### config.mk
export PLATFORM = sky130hd
export DESIGN_NAME = fc_argmax_classifier_flat
export DESIGN_NICKNAME = d
export VERILOG_FILES = /design/src/rtl/fc_argmax_classifier_if.sv /design/src/rtl/fc_argmax_classifier.sv /design/src/flat_wrapper.sv
export SDC_FILE = /design/constraint.sdc
export NUM_CORES = 1
export LEC_CHECK = 0
export BUFFER_PORTS_ARGS = -buffer_cell sky130_fd_sc_hd__buf_2
export CORE_MARGIN = 1.5
export CORE_UTILIZATION = 55
export DETAILED_ROUTE_END_ITERATION = 8
export HOLD_SLACK_MARGIN = 0.12
export PLACE_DENSITY = 0.78
export SLEW_MARGIN = 10
export SYNTH_ARGS = -nofsm -noshare
export SYNTH_HDL_FRONTEND = slang
export SYNTH_SLANG_ARGS = --single-unit
### constraint.sdc
create_clock -name clk -period 4.9 [get_ports clk]
set_clock_uncertainty 0.05 [all_clocks]
set_input_delay 0.735 -clock clk [delete_from_list [all_inputs] [get_ports clk]]
set_output_delay 0.735 -clock clk [all_outputs]
set_load 0.01 [all_outputs]
### src/rtl/fc_argmax_classifier_if.sv
// Score-stream / result handshake bundle for fc_argmax_classifier.
// The out_margin field exists only when CLS_MARGIN_EN is defined.
`timescale 1ns/1ps
interface fc_argmax_classifier_if #(
  parameter int DATA_W = 16,
  parameter int IDX_W  = 4
);
  logic                     in_valid;
  logic                     in_ready;
  logic signed [DATA_W-1:0] in_data;
  logic                     in_last;
  logic                     out_valid;
  logic                     out_ready;
  logic [IDX_W-1:0]         out_class;
  logic signed [DATA_W-1:0] out_score;
  logic                     out_err;
`ifdef CLS_MARGIN_EN
  logic [DATA_W:0]          out_margin;

  modport slave (
    input  in_valid, in_data, in_last, out_ready,
    output in_ready, out_valid, out_class, out_score, out_err, out_margin
  );
  modport master (
    output in_valid, in_data, in_last, out_ready,
    input  in_ready, out_valid, out_class, out_score, out_err, out_margin
  );
`else
  modport slave (
    input  in_valid, in_data, in_last, out_ready,
    output in_ready, out_valid, out_class, out_score, out_err
  );
  modport master (
    output in_valid, in_data, in_last, out_ready,
    input  in_ready, out_valid, out_class, out_score, out_err
  );
`endif
endinterface

### src/rtl/fc_argmax_classifier.sv
// Streaming argmax over one frame of class scores with length checking.
// Define CLS_MARGIN_EN to also track the runner-up and report out_margin.
`timescale 1ns/1ps
module fc_argmax_classifier #(
  parameter int DATA_W      = 16,
  parameter int NUM_CLASSES = 10,
  parameter int IDX_W       = 4
) (
  input  logic                   clk,
  input  logic                   rst_n,
  fc_argmax_classifier_if.slave  bus
);
  typedef enum logic {ACCUM, HOLD} state_t;

  localparam logic [IDX_W:0] LAST_CNT = (IDX_W+1)'(NUM_CLASSES - 1);

  state_t                   state_reg, state_next;
  logic [IDX_W:0]           cnt_reg, cnt_next;
  logic signed [DATA_W-1:0] best_reg, best_next;
  logic [IDX_W-1:0]         best_idx_reg, best_idx_next;
  logic [IDX_W-1:0]         out_class_reg;
  logic signed [DATA_W-1:0] out_score_reg;
  logic                     out_err_reg;

  logic signed [DATA_W-1:0] data;
  logic                     accept;
  logic                     first;
  logic                     at_end;
  logic                     terminate;

  assign data      = bus.in_data;
  assign accept    = bus.in_valid && (state_reg == ACCUM);
  assign first     = (cnt_reg == '0);
  assign at_end    = (cnt_reg == LAST_CNT);
  assign terminate = accept && (bus.in_last || at_end);

  always_comb begin
    state_next    = state_reg;
    cnt_next      = cnt_reg;
    best_next     = best_reg;
    best_idx_next = best_idx_reg;
    case (state_reg)
      ACCUM: begin
        if (accept) begin
          cnt_next = cnt_reg + 1'b1;
          // Strict compare keeps the earliest index on ties.
          if (first || (data > best_reg)) begin
            best_next     = data;
            best_idx_next = cnt_reg[IDX_W-1:0];
          end
          if (terminate) begin
            state_next = HOLD;
            cnt_next   = '0;
          end
        end
      end
      HOLD: begin
        if (bus.out_ready) begin
          state_next = ACCUM;
          cnt_next   = '0;
        end
      end
      default: state_next = ACCUM;
    endcase
  end

  always_ff @(posedge clk or negedge rst_n) begin
    if (!rst_n) begin
      state_reg     <= ACCUM;
      cnt_reg       <= '0;
      best_reg      <= '0;
      best_idx_reg  <= '0;
      out_class_reg <= '0;
      out_score_reg <= '0;
      out_err_reg   <= 1'b0;
    end else begin
      state_reg    <= state_next;
      cnt_reg      <= cnt_next;
      best_reg     <= best_next;
      best_idx_reg <= best_idx_next;
      if (terminate) begin
        out_class_reg <= best_idx_next;
        out_score_reg <= best_next;
        // Either in_last before the full count, or full count without in_last.
        out_err_reg   <= bus.in_last ^ at_end;
      end
    end
  end

`ifdef CLS_MARGIN_EN
  localparam logic signed [DATA_W-1:0] SCORE_MIN = {1'b1, {(DATA_W-1){1'b0}}};

  logic signed [DATA_W-1:0] second_reg, second_next;
  logic signed [DATA_W:0]   margin_next;
  logic [DATA_W:0]          out_margin_reg;

  always_comb begin
    second_next = second_reg;
    if (accept) begin
      if (first)
        second_next = SCORE_MIN;
      else if (data > best_reg)
        second_next = best_reg;
      else if (data > second_reg)
        second_next = data;
    end
  end

  // Extra bit so best minus runner-up cannot overflow.
  assign margin_next = {best_next[DATA_W-1], best_next} - {second_next[DATA_W-1], second_next};

  always_ff @(posedge clk or negedge rst_n) begin
    if (!rst_n) begin
      second_reg     <= SCORE_MIN;
      out_margin_reg <= '0;
    end else begin
      second_reg <= second_next;
      if (terminate)
        out_margin_reg <= margin_next;
    end
  end

  assign bus.out_margin = out_margin_reg;
`endif

  assign bus.in_ready  = (state_reg == ACCUM);
  assign bus.out_valid = (state_reg == HOLD);
  assign bus.out_class = out_class_reg;
  assign bus.out_score = out_score_reg;
  assign bus.out_err   = out_err_reg;
endmodule
### src/flat_wrapper.sv
// flat-port wrapper written by rule: the top's interface ports become plain ports
module fc_argmax_classifier_flat 
#(
  parameter int DATA_W      = 16,
  parameter int NUM_CLASSES = 10,
  parameter int IDX_W       = 4
)
  (clk, rst_n, bus_in_valid, bus_in_data, bus_in_last, bus_out_ready, bus_in_ready, bus_out_valid, bus_out_class, bus_out_score, bus_out_err);
  fc_argmax_classifier_if #(.DATA_W(DATA_W), .IDX_W(IDX_W)) bus_i ();
  input  logic clk;
  input  logic rst_n;
  input wire logic [$bits(bus_i.in_valid)-1:0] bus_in_valid;
  input wire logic [$bits(bus_i.in_data)-1:0] bus_in_data;
  input wire logic [$bits(bus_i.in_last)-1:0] bus_in_last;
  input wire logic [$bits(bus_i.out_ready)-1:0] bus_out_ready;
  output wire logic [$bits(bus_i.in_ready)-1:0] bus_in_ready;
  output wire logic [$bits(bus_i.out_valid)-1:0] bus_out_valid;
  output wire logic [$bits(bus_i.out_class)-1:0] bus_out_class;
  output wire logic [$bits(bus_i.out_score)-1:0] bus_out_score;
  output wire logic [$bits(bus_i.out_err)-1:0] bus_out_err;
  assign bus_i.in_valid = bus_in_valid;
  assign bus_i.in_data = bus_in_data;
  assign bus_i.in_last = bus_in_last;
  assign bus_i.out_ready = bus_out_ready;
  assign bus_in_ready = bus_i.in_ready;
  assign bus_out_valid = bus_i.out_valid;
  assign bus_out_class = bus_i.out_class;
  assign bus_out_score = bus_i.out_score;
  assign bus_out_err = bus_i.out_err;
  fc_argmax_classifier #(.DATA_W(DATA_W), .NUM_CLASSES(NUM_CLASSES), .IDX_W(IDX_W)) u_core (.clk(clk), .rst_n(rst_n), .bus(bus_i));
endmodule
==> impl_metrics.toml, run 1 <==
[outcome]
status = "finished, final reports clean"

[setup_path]
cp_top_family = "compound AO/OA/AOI/OAI gates"
slowest_stage = "o31ai_4"
crit_type = "input port to register"
rr_startpoint = "u_core.best_reg[15]"
path_cells = "buf_2, ha_1, nand4_2, nor3_1, a211oi_1, o31ai_4, o21ai_2, buf_4, mux2_4"
slowest_delay_ns = 1.02
cp-start-kind = "input port"
required_ns = 5.04
crit_fanout = 34
reg2regPathDepth = 9
critPathArrivalTime_ns = 3.59
regToRegSetupSlack_ns = 1.57
rr_endpoint = "u_core.best_idx_reg[3]"
path_buf_inv = 2
crit_path_end_kind = "register"

[drt]
drc = 0
vias = 2020
routed_via_density = 5.46
first_pass_iters = 4
routedWlPerCell_um = 14.4
routed_wl_um = 5340
antenna_left = 0
drt_iter0_drc = 106

[finish]
nNetsFinal = 343
synthToLayoutAreaGrowth_pct = 13.5
final_cells = 370
multiInputGateArea_um2 = 1360
seq_area_um2 = 1180
fill_cells = 395
fin_util_pct = 64.8
n_antenna_cell = 0
drive_above_1_share_pct = 26.1

[timing]
min_period_ns = 3.45
fin_crit_sh_pct = 70.4
rsz0062_at_grt = "no"
final-setup-viol-count = 0
whs_ns = 0.424
hold_violations = 0
max-slew-margin-rel_pct = 20.3
max_freq_ghz = 0.290
setup-tns-final_ns = 0
tightest_slew_ns = 1.19
slew_viol_final = 0

[grt]
grt_overflow = 0
grt_max_degree = 48
grt_pass1_vias = 1991
grt_util_all_layers_pct = 22.0
antenna_found_initial = 0
grt_pass1_wl_um = 9030

[clock_network]
clock_sinks = 47
postCtsSetupBuffers = 0
h-tree-depth = 2
cts_tree = "built"
ctsResizeCount = 0
cts_hold_buffers = 0
clock_path_buffers = 2
clockRootBuffer = "clkbuf_8"
clk_pin_slew_ns = 0.09
cts_made_buffers = 5
clock_latency_ns = 0.30

[logic_synthesis]
syn_inst = 263
synthTopCellsByArea = "dfrtp_1 44%, mux2_4 11%, ha_1 9.3%, o31a_1 4.9%, o21ai_0 4.8%"
synth_top_area_share_pct = 43.6
ys_ff_latch = 47
yosysTopAreaCell = "dfrtp_1"
syn_area_per_cell_um2 = 10.3
seq_area_frac_synth_pct = 43.6
ys_types = 37
syn_nets = 304
synth_area_um2 = 2700
yosysWarnings = 0

[floorplan]
ioPinCount = 44
dieArea_um2 = 5330
initial_core_util_pct = 57.1
core_region_area_um2 = 4720
row_count = 25
die_w_um = 73.0
die_h_um = 73.0

[pwr]
p_total_uw = 1430
power_density_nw_per_um2 = 468
ir_drop_v = 0.000262
p_leak_uw = 0.00149

[hold_path]
hold_start = "u_core.bus.out_err"
holdPathStages = 2
hold_class = "register to register"
hold_path_end = "u_core.bus.out_err"

[placed_design]
place.gp.congestion = 0.778
port-buffer-count = 43
placed_cells = 362
dp_hpwl_um = 3730

[job]
cap_violations = 0
per-layer routing:
layer	track usage, %	wire [µm]	vias up
met5	0	0	-
met4	9.43	96	0
met3	3.45	151	8
met2	36.0	2520	32
met1	28.8	2570	967
li1	-	-	1013
where the power goes:
part / switching (µW) / total (µW) / internal [µW]
Combinational: 325 / 576 / 250
Clock: 132 / 297 / 165
Sequential: 64.1 / 561 / 497
Total: 521 / 1430 / 912
tightest hold or removal path: cells and delay by family (launching register included):
kind,cells,cell delay (ns)
flip-flops,1,0.34
AND/OR/NAND/NOR,2,0.10
logic make-up (layout without fill, tap and decap cells):
| family | after synthesis | after routing | share of synthesized area (%) |
|---|---|---|---|
| DFF | 47 | 47 | 43.6 |
| buffers and inverters | 37 | 77 | 6.03 |
| adders and majority gates | 20 | 20 | 9.28 |
| muxes | 20 | 20 | 11.1 |
| and+or+nand+nor | 56 | 56 | 9.65 |
| xor gates and xnor gates | 1 | 1 | 0.325 |
| AOI/OAI and AO/OA | 82 | 82 | 20.0 |
area by class of cell:
class,instances,share of cell area (%)
multi-input cells,179,44.4
inverters,23,2.82
well taps,67,2.74
repair buffers,46,7.76
clock inverters,2,1.14
clock buffers,6,2.70
flip-flops and latches,47,38.4
synth_stat cells:
| master | instances |
|---|---|
| a32o_1 | 1 |
| and3_1 | 1 |
| dfrtp_1 | 47 |
| o21ai_1 | 1 |
| nand4_1 | 3 |
| o21ai_0 | 26 |
| buf_2 | 4 |
| o2111ai_1 | 2 |
| xor2_1 | 1 |
| nand3_1 | 6 |
| and2b_1 | 1 |
| nor4_1 | 1 |
| a31oi_1 | 3 |
| buf_4 | 1 |
| nand2_1 | 13 |
| o31ai_4 | 1 |
| a211oi_1 | 1 |
| nand4_2 | 1 |
| o31a_1 | 15 |
| nor2b_1 | 1 |
| a21oi_4 | 1 |
| nor3_1 | 3 |
| a21oi_1 | 22 |
| o211ai_1 | 4 |
| inv_1 | 23 |
| buf_6 | 2 |
| mux2_4 | 20 |
| clkbuf_1 | 7 |
| and2_1 | 1 |
| nand3b_1 | 1 |
| nor2_1 | 22 |
| o31ai_1 | 1 |
| nand2b_1 | 2 |
| o211a_1 | 1 |
| ha_1 | 20 |
| o21ai_2 | 1 |
| a21o_1 | 2 |
worst max path at each step:
stage,start,end,slack (ns),depth (start not counted)
3_3_place_gp,bus_in_data[5],u_core.best_reg[3],1.24,9
5_1_grt,bus_in_data[15],u_core.best_idx_reg[3],1.29,9
3_5_place_dp,bus_in_data[15],u_core.best_idx_reg[3],1.16,9
6_report,bus_in_data[15],u_core.best_idx_reg[3],1.45,9
4_1_cts,bus_in_data[15],u_core.best_idx_reg[3],1.46,9
2_1_floorplan,bus_in_data[15],u_core.best_idx_reg[0],2.25,8
cells in the final DEF, fill, tap and decap left out, drive strengths merged:
master / Yosys / layout
a211oi: 1 / 1
mux2: 20 / 20
and2b: 1 / 1
nor2: 22 / 22
o31ai: 2 / 2
o211ai: 4 / 4
nand3: 6 / 6
and3: 1 / 1
buf: 7 / 46
nor2b: 1 / 1
nand4: 4 / 4
nand2b: 2 / 2
a21oi: 23 / 23
a32o: 1 / 1
o211a: 1 / 1
nor4: 1 / 1
o21ai: 28 / 28
a31oi: 3 / 3
clkinv: 0 / 1
nor3: 3 / 3
a21o: 2 / 2
ha: 20 / 20
o31a: 15 / 15
xor2: 1 / 1
inv: 23 / 23
clkbuf: 7 / 6
o2111ai: 2 / 2
nand3b: 1 / 1
dfrtp: 47 / 47
and2: 1 / 1
nand2: 13 / 13
bufinv: 0 / 1
per-stage QoR:
stage | area [µm²] | setup WS, ns
6_report | 3060 | 1.45
5_1_grt | 3060 | 1.29
4_1_cts | 3060 | 1.46
3_5_place_dp | 2950 | 1.16
3_3_place_gp | 2950 | 1.24
2_1_floorplan | 2700 | 2.25
Note: power is estimated with default switching activity, not from simulation.
==> run 2, diff against run 1 <==
clock period = 3.6 ns   (was 4.9 ns; I/O delays follow)
==> impl_metrics.toml, run 2 (synthesis gave the netlist of run 1 again) <==
[outcome]
status = "finished, final reports clean"

[clock_network]
clock_path_buffers = 2
cts_tree = "built"
ctsResizeCount = 0
clock_sinks = 47
cts_made_buffers = 5
clockRootBuffer = "clkbuf_8"
clock_latency_ns = 0.30
cts_hold_buffers = 0
clk_pin_slew_ns = 0.09
h-tree-depth = 2
postCtsSetupBuffers = 0

[timing]
tightest_slew_ns = 1.06
fin_crit_sh_pct = 81.1
hold_violations = 0
slew_viol_final = 0
rsz0062_at_grt = "no"
max_freq_ghz = 0.342
min_period_ns = 2.92
max-slew-margin-rel_pct = 29.2
setup-tns-final_ns = 0
final-setup-viol-count = 0

[floorplan]
initial_core_util_pct = 57.1
row_count = 25
ioPinCount = 44
core_region_area_um2 = 4720
die_h_um = 73.0
die_w_um = 73.0
dieArea_um2 = 5330

[setup_path]
required_ns = 3.74
critPathArrivalTime_ns = 3.06
crit_fanout = 15
cp-start-kind = "register"
crit_path_end_kind = "register"
crit_type = "register to register"

[finish]
n_antenna_cell = 0
nNetsFinal = 344
final_common_cell = "dfrtp_1"
layout_common_cells = "47 x dfrtp_1, 43 x buf_2, 26 x o21ai_0, 23 x inv_1"
synthToLayoutAreaGrowth_pct = 12.5
drive_above_1_share_pct = 25.7
final_cells = 371
fill_cells = 390

[hold_path]
hold_class = "input port to async pin"

[drt]
routed_via_density = 5.37
vias = 1993
routed_wl_um = 5390
drt_iter0_drc = 125
routedWlPerCell_um = 14.5
first_pass_iters = 4
drc = 0
antenna_left = 0

[pwr]
ir_drop_v = 0.000327
p_leak_uw = 0.00147
power_density_nw_per_um2 = 613

[grt]
antenna_found_initial = 0
grt_util_all_layers_pct = 21.8
grt_overflow = 0
grt_max_degree = 48
grt_pass1_vias = 1988
grt_pass1_wl_um = 9020

[placed_design]
placed_cells = 363
dp_hpwl_um = 3690
port-buffer-count = 43
place.gp.congestion = 0.838

[job]
cap_violations = 0
run 2: cell types whose count changed in the layout (fill, tap and decap cells not counted), sizes merged:
cell and change:
buf +1, bufinv -1, clkbuf +1
run 2: where the power goes:
part           internal [µW]  total, µW  switching [µW]
logic                    345        782             437
registers                676        764            88.5
clock network            137        315             178
total                   1160       1860             703
run 2: through the flow:
| stage | hold slack, ns | cell area, µm² | utilization, % | power (µW) | worst slack, ns |
|---|---|---|---|---|---|
| after floorplan | 0.194 | 2700 | - | 1340 | 1.15 |
| after global placement | 0.405 | 2950 | 62.5 | 1540 | 0.556 |
| after detailed placement | 0.407 | 2950 | 62.5 | 1550 | 0.418 |
| after CTS | 0.387 | 3030 | 64.2 | 1880 | 0.665 |
| after global routing | 0.394 | 3030 | 64.2 | 2000 | 0.496 |
| final | 0.379 | 3030 | 64.2 | 1860 | 0.680 |
run 2: final timing paths:
kind	startpoint	to	slack [ns]	cells past startpoint
setup reg to reg	u_core.best_reg[15]	u_core.best_reg[7]	0.68	9
min in group clk	bus_out_ready	u_core.bus.out_valid	0.40	2
max in group asynchronous	rst_n	u_core.best_idx_reg[3]	2.47	1
hold / removal	rst_n	u_core.bus.out_score[7]	0.38	1
setup / recovery	u_core.best_reg[15]	u_core.best_reg[7]	0.68	9
hold reg to reg	u_core.bus.out_err	u_core.bus.out_err	0.42	2
run 2: worst max-delay path, stage by stage, from the launching register on:
cell	delay, ns
dfrtp_1	0.36
inv_1	0.06
ha_1	0.33
nand4_2	0.15
nor3_1	0.25
and2_1	0.42
o31ai_4	0.09
o21ai_2	0.37
buf_4	0.38
mux2_4	0.34
run 2: per-layer routing:
layer  up-vias  track usage, %  part of all wire (%)
met5         -               0                     0
met3         7            3.73                   2.4
met2        37            34.9                    46
li1       1011               -                     -
met1       938            29.6                    50
met4         0            7.97                   1.6
run 2: final cells by class:
class	instances	area (µm²)	share of cell area (%)
Multi-Input combinational cell	179	1360	44.9
Sequential cell	47	1180	38.8
Timing Repair Buffer	47	245	8.08
Inverter	23	86.3	2.85
Tap cell	67	83.8	2.76
Clock buffer	7	76.3	2.52
Clock inverter	1	5.00	0.165
==> run 3, diff against run 2 <==
ABC_AREA = 1   (was not set)
PLACE_DENSITY = 0.79   (was 0.78)
clock period = 2.7 ns   (was 3.6 ns; I/O delays follow)
==> impl_metrics.toml, run 3 <==
[setup_path]
rr_endpoint = "u_core.bus.out_valid"
crit_fanout = 22
required_ns = 2.79
crit_type = "register to register"
rr_startpoint = "u_core.cnt_reg[1]"
cp-start-kind = "register"
regToRegSetupSlack_ns = 0.54
crit_path_end_kind = "register"
critPathArrivalTime_ns = 2.25
reg2regPathDepth = 8

[finish]
nNetsFinal = 400
final_common_cell = "nand2_1"
synthToLayoutAreaGrowth_pct = 13.9
fin_util_pct = 65.9
drive_above_1_share_pct = 16.1
n_antenna_cell = 0
layout_common_cells = "86 x nand2_1, 52 x inv_1, 47 x nand3_1, 47 x dfrtp_1, 43 x buf_2"

[drt]
antenna_left = 0
routed_via_density = 4.98
routed_wl_um = 4910
routedWlPerCell_um = 11.9
drc = 0
vias = 2053
first_pass_iters = 5
drt_iter0_drc = 75

[clock_network]
clk_pin_slew_ns = 0.08
clock_path_buffers = 2
clock_sinks = 47
cts_tree = "built"
h-tree-depth = 2
clock_latency_ns = 0.30
clockRootBuffer = "clkbuf_8"
postCtsSetupBuffers = 0
ctsResizeCount = 0
cts_made_buffers = 5

[timing]
final-setup-viol-count = 0
slew_viol_final = 0
min_period_ns = 2.16
rsz0062_at_grt = "no"
max_freq_ghz = 0.462
setup-tns-final_ns = 0
max-slew-margin-rel_pct = 50.8
tightest_slew_ns = 0.737
fin_crit_sh_pct = 80.1
hold_violations = 0

[pwr]
p_leak_uw = 0.00166
ir_drop_v = 0.000526
power_density_nw_per_um2 = 928

[floorplan]
initial_core_util_pct = 57.9
die_h_um = 70.9
die_w_um = 70.9
dieArea_um2 = 5030
ioPinCount = 44
row_count = 24
core_region_area_um2 = 4380

[logic_synthesis]
yosys_most_used_dff = "dfrtp_1"
synthArstFlopShare_pct = 100
yosysTopAreaCell = "dfrtp_1"
synth_area_um2 = 2540
netlist_top_cells_count = "86 x nand2_1, 52 x inv_1, 47 x dfrtp_1, 47 x nand3_1"
ys_types = 20
syn_inst = 312
synth-edff-count = 0
seq_area_frac_synth_pct = 46.4
syn_nets = 353
yosysMostFrequentCell = "nand2_1"
ys_ff_latch = 47
synthTopCellsByArea = "dfrtp_1 46%, nand2_1 13%, ha_1 9.9%, nand3_1 9.3%, inv_1 7.7%"
synth_top_area_share_pct = 46.4
yosysWarnings = 0
syn_area_per_cell_um2 = 8.13

[grt]
grt_pass1_wl_um = 8410
grt_overflow = 0
grt_max_degree = 23
grt_pass1_vias = 1985
grt_util_all_layers_pct = 21.1
antenna_found_initial = 0

[placed_design]
dp_hpwl_um = 3500
place.gp.congestion = 0.815
port-buffer-count = 43

[job]
cap_violations = 0

[outcome]
status = "finished, final reports clean"

[hold_path]
hold_start = "bus_out_ready"
holdPathStages = 2
hold_path_end = "u_core.bus.out_valid"
hold_class = "input port to register"
run 3: changes by cell type after synthesis, sizes merged, moves of 3 or more:
cell | previous run | this run
nor2 | 22 | 6
o31a | 15 | 0
o21ai | 28 | 5
mux2 | 20 | 0
o211ai | 4 | 0
a21oi | 23 | 7
and2 | 1 | 20
a31oi | 3 | 0
nand2 | 13 | 88
clkbuf | 7 | 3
nand3 | 6 | 47
inv | 23 | 52
run 3: final cells by class:
| class | count | area, µm² |
|---|---|---|
| Fill cell | 387 | 1490 |
| Tap cell | 52 | 65.1 |
| Sequential cell | 47 | 1180 |
| Timing Repair Buffer | 50 | 270 |
| Inverter | 52 | 195 |
| Clock inverter | 1 | 5.00 |
| Multi-Input combinational cell | 203 | 1100 |
| Clock buffer | 7 | 76.3 |
run 3: worst max-delay path: stages (launching register included):
cell and delay, ns:
dfrtp_1 0.38, inv_1 0.09, ha_1 0.18, nand4_1 0.10
ha_1 0.21, nor2_1 0.06, buf_4 0.17, inv_1 0.55
o21ai_0 0.20
run 3: stage by stage:
| stage | instances | area, µm² | total power [µW] | hold slack (ns) | worst slack (ns) |
|---|---|---|---|---|---|
| 6_report | 412 | 2890 | 2680 | 0.244 | 0.537 |
| 5_1_grt | 412 | 2890 | 2940 | 0.270 | 0.281 |
| 4_1_cts | 412 | 2890 | 2710 | 0.237 | 0.513 |
| 3_5_place_dp | 403 | 2800 | 2290 | 0.324 | 0.378 |
| 3_3_place_gp | 403 | 2800 | 2250 | 0.319 | 0.453 |
| 2_1_floorplan | 312 | 2540 | 1970 | 0.0594 | 0.826 |
run 3: worst max-delay path by stage:
stage,start,to,slack [ns],depth (start not counted)
floorplan,bus_in_data[15],u_core.best_reg[0],0.83,11
global placement,bus_in_data[15],u_core.best_reg[13],0.45,11
detailed placement,bus_in_data[15],u_core.bus.out_score[0],0.38,13
CTS,u_core.cnt_reg[1],u_core.bus.out_valid,0.51,8
global route,u_core.cnt_reg[1],u_core.bus.out_valid,0.28,8
finish,u_core.cnt_reg[1],u_core.bus.out_valid,0.54,8
run 3: repair_timing:
item                                    in CTS  in global routing
endpoints found under the setup margin       0                  0
hold buffers                                 1                  0
endpoints found under the hold margin       18                  0
run 3: cell families after synthesis:
kind of cell	share of synthesized area [%]
compound gates	3.45
fa+ha+maj	9.86
simple gates	29.4
flops	46.4
buf+inv	10.2
xor+xnor	0.690
run 3: report_power, final:
| part | switching (µW) | total, µW | internal, µW |
|---|---|---|---|
| logic | 694 | 1170 | 473 |
| registers | 115 | 1110 | 991 |
| clock network | 229 | 411 | 182 |
| total | 1040 | 2680 | 1650 |
run 3: routing by layer:
| layer | global-route usage (%) | share of wire [%] | up-vias |
|---|---|---|---|
| met2 | 36.2 | 47 | 47 |
| met1 | 27.0 | 47 | 935 |
| met5 | 0 | 0 | - |
| li1 | - | - | 1065 |
| met4 | 5.66 | 1.2 | 0 |
| met3 | 4.84 | 4.6 | 6 |
